===== config.mk =====
export PLATFORM = sky130hd
export DESIGN_NAME = qsn_deperm_controller_len3_flat
export DESIGN_NICKNAME = d
export VERILOG_FILES = /design/src/rtl/qsn_len3_pkg.sv /design/src/rtl/qsn_deperm_controller_len3_if.sv /design/src/rtl/qsn_shift_fifo.sv /design/src/rtl/qsn_deperm_controller_len3.sv /design/src/flat_wrapper.sv
export SDC_FILE = /design/constraint.sdc
export NUM_CORES = 1
export LEC_CHECK = 0
export ABC_AREA = 1
export CAP_MARGIN = 10
export CORE_AREA = 2 2 78 80
export CTS_CLUSTER_SIZE = 40
export DETAILED_ROUTE_END_ITERATION = 12
export DIE_AREA = 0 0 80 82
export DONT_BUFFER_PORTS = 1
export GPL_TIMING_DRIVEN = 0
export HOLD_SLACK_MARGIN = 0.1
export PLACE_DENSITY = 0.5
export SKIP_LAST_GASP = 1
export SLEW_MARGIN = 20
export SYNTH_ARGS = -nofsm -noshare
export SYNTH_HDL_FRONTEND = slang
export SYNTH_SLANG_ARGS = --single-unit

===== constraint.sdc =====
create_clock -name sys_clk -period 3.9 [get_ports sys_clk]
set_input_delay 0.975 -clock sys_clk [delete_from_list [all_inputs] [get_ports sys_clk]]
set_output_delay 0.975 -clock sys_clk [all_outputs]
set_load 0.01 [all_outputs]

===== src/rtl/qsn_len3_pkg.sv =====
// rtl/qsn_len3_pkg.sv - shared constants and select encoding for the length-3 QSN shifter
package qsn_len3_pkg;

  localparam int PERMUTATION_LENGTH = 3;
  localparam int SHIFT_W            = 2;

  typedef struct packed {
    logic [SHIFT_W-1:0] left;
    logic [SHIFT_W-1:0] right;
    logic [SHIFT_W-1:0] merge;
  } qsn_sel_t;

  // Undo a forward cyclic shift of s: (3 - s) mod 3.
  function automatic logic [SHIFT_W-1:0] inv_shift(input logic [SHIFT_W-1:0] s);
    case (s)
      2'd1:    return 2'd2;
      2'd2:    return 2'd1;
      default: return 2'd0;
    endcase
  endfunction

  // Shift amount k to barrel selects; the forward controller uses the same encoding.
  function automatic qsn_sel_t shift_to_sel(input logic [SHIFT_W-1:0] k);
    qsn_sel_t sel;
    case (k)
      2'd1:    sel = '{left: 2'd1, right: 2'd2, merge: 2'b11};
      2'd2:    sel = '{left: 2'd2, right: 2'd1, merge: 2'b01};
      default: sel = '{left: 2'd0, right: 2'd0, merge: 2'b00};
    endcase
    return sel;
  endfunction

endpackage


===== src/rtl/qsn_deperm_controller_len3_if.sv =====
// rtl/qsn_deperm_controller_len3_if.sv - forward/return handshake and select bus
interface qsn_deperm_controller_len3_if
  import qsn_len3_pkg::*;
#(
  parameter int FIFO_DEPTH = 8,
  localparam int OCC_W     = $clog2(FIFO_DEPTH + 1)
);
  logic               fwd_valid;
  logic [SHIFT_W-1:0] fwd_shift;
  logic               fwd_ready;
  logic               ret_valid;
  logic               ret_ready;
  logic [SHIFT_W-1:0] left_sel;
  logic [SHIFT_W-1:0] right_sel;
  logic [SHIFT_W-1:0] merge_sel;
  logic               sel_valid;
  logic [OCC_W-1:0]   occupancy;
  logic               overflow_err;
  logic               underflow_err;
  logic               illegal_err;

  modport master (
    output fwd_valid, fwd_shift, ret_valid,
    input  fwd_ready, ret_ready, left_sel, right_sel, merge_sel, sel_valid,
           occupancy, overflow_err, underflow_err, illegal_err
  );

  modport slave (
    input  fwd_valid, fwd_shift, ret_valid,
    output fwd_ready, ret_ready, left_sel, right_sel, merge_sel, sel_valid,
           occupancy, overflow_err, underflow_err, illegal_err
  );
endinterface


===== src/rtl/qsn_shift_fifo.sv =====
// rtl/qsn_shift_fifo.sv - synchronous FIFO holding outstanding shift factors
module qsn_shift_fifo #(
  parameter int DEPTH  = 8,
  parameter int WIDTH  = 2,
  localparam int AW    = $clog2(DEPTH),
  localparam int CW    = $clog2(DEPTH + 1)
) (
  input  logic             clk,
  input  logic             rstn,
  input  logic             push,
  input  logic [WIDTH-1:0] din,
  input  logic             pop,
  output logic [WIDTH-1:0] dout,
  output logic             full,
  output logic             empty,
  output logic [CW-1:0]    count
);
  logic [WIDTH-1:0] mem [DEPTH];
  logic [AW-1:0]    wr_ptr;
  logic [AW-1:0]    rd_ptr;
  logic             do_push;
  logic             do_pop;

  assign full    = (count == CW'(DEPTH));
  assign empty   = (count == '0);
  assign do_push = push & ~full;
  assign do_pop  = pop & ~empty;
  assign dout    = mem[rd_ptr];

  // Storage is not reset; a flush only needs the pointers and count cleared.
  always_ff @(posedge clk) begin
    if (do_push) begin
      mem[wr_ptr] <= din;
    end
  end

  // DEPTH is a power of two, so pointer wrap is plain overflow.
  always_ff @(posedge clk) begin
    if (!rstn) begin
      wr_ptr <= '0;
      rd_ptr <= '0;
      count  <= '0;
    end else begin
      if (do_push) wr_ptr <= wr_ptr + 1'b1;
      if (do_pop)  rd_ptr <= rd_ptr + 1'b1;
      case ({do_push, do_pop})
        2'b10:   count <= count + 1'b1;
        2'b01:   count <= count - 1'b1;
        default: count <= count;
      endcase
    end
  end
endmodule


===== src/rtl/qsn_deperm_controller_len3.sv =====
// rtl/qsn_deperm_controller_len3.sv - return-path inverse-permutation select controller
module qsn_deperm_controller_len3
  import qsn_len3_pkg::*;
#(
  parameter int FIFO_DEPTH = 8,
  localparam int OCC_W     = $clog2(FIFO_DEPTH + 1)
) (
  input logic sys_clk,
  input logic rstn,
  qsn_deperm_controller_len3_if.slave bus
);
  logic               push;
  logic               pop;
  logic               full;
  logic               empty;
  logic [SHIFT_W-1:0] head;
  logic [OCC_W-1:0]   count;
  qsn_sel_t           sel_q;
  logic               sel_valid_q;
  logic               ovf_q;
  logic               unf_q;
  logic               ill_q;

  // Ready flags decode registered occupancy only; no valid-to-ready path.
  assign push = bus.fwd_valid & ~full & (bus.fwd_shift != 2'd3);
  assign pop  = bus.ret_valid & ~empty;

  qsn_shift_fifo #(
    .DEPTH (FIFO_DEPTH),
    .WIDTH (SHIFT_W)
  ) u_fifo (
    .clk   (sys_clk),
    .rstn  (rstn),
    .push  (push),
    .din   (bus.fwd_shift),
    .pop   (pop),
    .dout  (head),
    .full  (full),
    .empty (empty),
    .count (count)
  );

  always_ff @(posedge sys_clk) begin
    if (!rstn) begin
      sel_q       <= '0;
      sel_valid_q <= 1'b0;
      ovf_q       <= 1'b0;
      unf_q       <= 1'b0;
      ill_q       <= 1'b0;
    end else begin
      sel_valid_q <= pop;
      if (pop) begin
        sel_q <= shift_to_sel(inv_shift(head));
      end
      ovf_q <= ovf_q | (bus.fwd_valid & full);
      unf_q <= unf_q | (bus.ret_valid & empty);
      ill_q <= ill_q | (bus.fwd_valid & (bus.fwd_shift == 2'd3));
    end
  end

  assign bus.fwd_ready     = ~full;
  assign bus.ret_ready     = ~empty;
  assign bus.left_sel      = sel_q.left;
  assign bus.right_sel     = sel_q.right;
  assign bus.merge_sel     = sel_q.merge;
  assign bus.sel_valid     = sel_valid_q;
  assign bus.occupancy     = count;
  assign bus.overflow_err  = ovf_q;
  assign bus.underflow_err = unf_q;
  assign bus.illegal_err   = ill_q;
endmodule


===== src/flat_wrapper.sv =====
// flat-port wrapper written by rule: the top's interface ports become plain ports
module qsn_deperm_controller_len3_flat import qsn_len3_pkg::*;
#(
  parameter int FIFO_DEPTH = 8,
  localparam int OCC_W     = $clog2(FIFO_DEPTH + 1)
)
  (sys_clk, rstn, bus_fwd_valid, bus_fwd_shift, bus_ret_valid, bus_fwd_ready, bus_ret_ready, bus_left_sel, bus_right_sel, bus_merge_sel, bus_sel_valid, bus_occupancy, bus_overflow_err, bus_underflow_err, bus_illegal_err);
  qsn_deperm_controller_len3_if #(.FIFO_DEPTH(FIFO_DEPTH)) bus_i ();
  input logic sys_clk;
  input logic rstn;
  input wire logic [$bits(bus_i.fwd_valid)-1:0] bus_fwd_valid;
  input wire logic [$bits(bus_i.fwd_shift)-1:0] bus_fwd_shift;
  input wire logic [$bits(bus_i.ret_valid)-1:0] bus_ret_valid;
  output wire logic [$bits(bus_i.fwd_ready)-1:0] bus_fwd_ready;
  output wire logic [$bits(bus_i.ret_ready)-1:0] bus_ret_ready;
  output wire logic [$bits(bus_i.left_sel)-1:0] bus_left_sel;
  output wire logic [$bits(bus_i.right_sel)-1:0] bus_right_sel;
  output wire logic [$bits(bus_i.merge_sel)-1:0] bus_merge_sel;
  output wire logic [$bits(bus_i.sel_valid)-1:0] bus_sel_valid;
  output wire logic [$bits(bus_i.occupancy)-1:0] bus_occupancy;
  output wire logic [$bits(bus_i.overflow_err)-1:0] bus_overflow_err;
  output wire logic [$bits(bus_i.underflow_err)-1:0] bus_underflow_err;
  output wire logic [$bits(bus_i.illegal_err)-1:0] bus_illegal_err;
  assign bus_i.fwd_valid = bus_fwd_valid;
  assign bus_i.fwd_shift = bus_fwd_shift;
  assign bus_i.ret_valid = bus_ret_valid;
  assign bus_fwd_ready = bus_i.fwd_ready;
  assign bus_ret_ready = bus_i.ret_ready;
  assign bus_left_sel = bus_i.left_sel;
  assign bus_right_sel = bus_i.right_sel;
  assign bus_merge_sel = bus_i.merge_sel;
  assign bus_sel_valid = bus_i.sel_valid;
  assign bus_occupancy = bus_i.occupancy;
  assign bus_overflow_err = bus_i.overflow_err;
  assign bus_underflow_err = bus_i.underflow_err;
  assign bus_illegal_err = bus_i.illegal_err;
  qsn_deperm_controller_len3 #(.FIFO_DEPTH(FIFO_DEPTH)) u_core (.sys_clk(sys_clk), .rstn(rstn), .bus(bus_i));
endmodule

==> impl_metrics.yaml <==
run_status:
  status: "complete, no violations"
setup_path:
  slowest_stage: "ha_1"
  path_delay_family: "compound AO/OA/AOI/OAI gates"
  arrival_ns: 2.40
  cp.depth: 11
  r2r_end: "u_core.u_fifo.count[2]"
  worst_r2r_path_depth: 13
  worst-path-buf-inv: 2
  crit_top_cell: "ha_1"
  required_ns: 4.09
  r2r-start: "u_core.u_fifo.count[0]"
  max_stage_delay_ns: 0.24
  r2r_slack_ns: 1.70
  end_kind: "flip-flop"
  critPathKind: "in -> reg"
  path_max_fanout: 11
  crit_chain: "a21boi_2, nand2_4, buf_6, ha_1, nor2_2, nor2_4, ha_1, a21oi_1, xnor2_1, o21ai_1, inv_1"
  cp-start-kind: "input port"
layout:
  diodes: 0
  final_nets: 194
  fillers: 635
  syn2layout_area_growth_pct: 12.3
  drive_gt1_share_pct: 19.2
detailed_routing:
  drt_iter0_markers: 32
  dr_total_vias: 1144
  wl_per_cell_um: 11.5
  dr.pass1.iters: 4
  viasPerCell: 4.45
  wl_mm: 2.96
  drtAntennaViolNets: 0
  drc: 0
placed_design:
  routabilityCongestion: 0.756
  io_buffers: 0
  hpwl_mm: 2.23
clocking:
  cts_root_buf: "clkbuf_8"
  clkTransAtPathRegs_ns: 0.07
  cts_max_path_buffers: 2
  cts_buffers: 5
  cts.sinks: 36
  cts.htree.levels: 2
  post_cts_buffers: 0
  clk_latency_ns: 0.29
  hold_buffers: 0
  cts_resized: 0
  cts_tree: "done"
floorplan:
  ios: 22
  die_h_um: 82
  initial_core_util_pct: 29.0
  fp.dieArea_sq_mm: 0.00656
  core_area_sq_mm: 0.00575
  row_count: 28
  chipWidth_um: 80
worst_hold_path:
  hold_path_startpoint: "u_core.bus.illegal_err"
  whs_path_depth: 2
  hp-class: "reg -> reg"
  holdPathEnd: "u_core.bus.illegal_err"
synthesis:
  synth_top_area_share_pct: 28.9
  yosysUniqueCellTypes: 29
  synth_most_common_cell: "nor2_1"
  synth_top_cells_by_count: "nor2_1 (22), dfxtp_1 (20), inv_1 (18)"
  syn-num-nets: 187
  synth.area.top_cells: "edfxtp_1 (29%), dfxtp_1 (24%), ha_1 (5.3%), nor2_1 (5.0%), o21ai_1 (4.2%)"
  netlist_area_sq_mm: 0.00167
  ys_async_sr_fraction_pct: 0
  yosysSeqAreaShare_pct: 52.9
  ys_ff_latch: 36
  synth-edff-count: 16
  syn_area_per_cell_sq_um: 9.57
  ys.flop_type: "dfxtp_1"
  syn_inst: 174
  synth.largest_area_cell: "edfxtp_1"
  yosysWarnings: 0
timing:
  maxSlewViolCount: 0
  setup_tns_ns: 0
  clock.fmax_mhz: 452
  rsz0062_at_grt: "no"
  fin_crit_sh_pct: 56.8
  hold_violations: 0
  finalSetupViolCount: 0
  timing.hold.ws_ns: 0.498
  worstMarginPinSlew_ns: 0.385
  finalCriticalPeriod_ns: 2.21
  timing.slew.headroom_pct: 74.3
  skew_ns: 0.00624
grt:
  grt_max_degree: 13
  antenna_found_initial: 0
  grt_pass1_wl_mm: 5.25
  grt_use_met2_pct: 16.6
  grtUsageMet3_pct: 3.74
  grt_pass1_vias: 1131
  grt.busiest_layer: "met2"
  grt_use_met1_pct: 12.8
  overflow: 0
  track_usage_pct: 10.8
power_and_ir_drop:
  ir_worst_vdd_mv: 0.325
  pwr_density_cell_mw_per_mm2: 714
  p_leak_nw: 0.727
run:
  cap_viol_max_count: 0
## flip-flops by register name, summed over array words and instances (netlist names), 3 cells and up, named ones only
register,count
u_core.u_fifo.rd_ptr,3
u_core.u_fifo.mem,16
u_core.u_fifo.count,4
u_core.u_fifo.wr_ptr,3
## per-layer routing
layer  vias up  wire length, um
met2        22             1310
met4         0               90
met3         5              151
met5         -                0
met1       524             1410
li1        593                -
## worst max path at each step
stage	startpoint	end	slack, ns
2_1_floorplan	bus_fwd_valid	u_core.u_fifo.count[2]	1.48
3_3_place_gp	bus_fwd_valid	u_core.u_fifo.count[2]	1.38
3_5_place_dp	bus_fwd_valid	u_core.u_fifo.count[2]	1.38
4_1_cts	u_core.u_fifo.count[0]	u_core.u_fifo.count[2]	1.67
5_1_grt	u_core.u_fifo.count[1]	u_core.u_fifo.count[2]	1.47
6_report	bus_fwd_valid	u_core.u_fifo.count[2]	1.69
## worst min-delay path, cell delays in order, from the launching register on
cell	delay, ns
dfxtp_1	0.34
inv_1	0.06
a21oi_1	0.05
## where the power goes
| part | leakage (nW) | internal, mW | switching [mW] |
|---|---|---|---|
| clock network | 0.0541 | 0.189 | 0.138 |
| logic | 0.363 | 0.179 | 0.278 |
| registers | 0.310 | 0.459 | 0.0912 |
| total | 0.727 | 0.827 | 0.508 |
## cell families (layout without fill, tap and decap cells)
kind of cell / Yosys count / count (layout) / synth area share (%)
fa+ha+maj: 7 / 7 / 5.26
buf+inv: 30 / 38 / 8.26
flops: 36 / 36 / 52.9
simple gates: 60 / 60 / 19.3
compound gates: 38 / 38 / 12.7
xor+xnor: 3 / 3 / 1.58
## cell usage in the layout, fill, tap and decap left out, types with 7 or more instances in the layout
master	instances
inv_1	18
edfxtp_1	16
ha_1	7
nor2_1	22
o21ai_1	14
dfxtp_1	20
nor3_1	9
nand2_1	13
o21ai_0	9
a21oi_1	10
## area by class of cell
type	instances	area, sq um	share of cell area [%]
inverters	25	98.8	5.28
multi-input cells	108	647	34.6
well taps	75	93.8	5.02
clock inverters	3	42.5	2.27
flip-flops and latches	36	881	47.1
clock buffers	5	68.8	3.68
plain buffers	5	38.8	2.07
## through the flow
stage	area, sq um	setup WS (ns)	total power, mW	instances	util, %
6_report	1870	1.69	1.34	257	32.6
5_1_grt	1870	1.47	1.46	257	32.6
4_1_cts	1870	1.67	1.36	257	32.6
3_5_place_dp	1760	1.38	1.03	249	30.6
3_3_place_gp	1760	1.38	1.02	249	30.6
2_1_floorplan	1670	1.48	0.936	174	-
(Power assumes the default switching activity.)
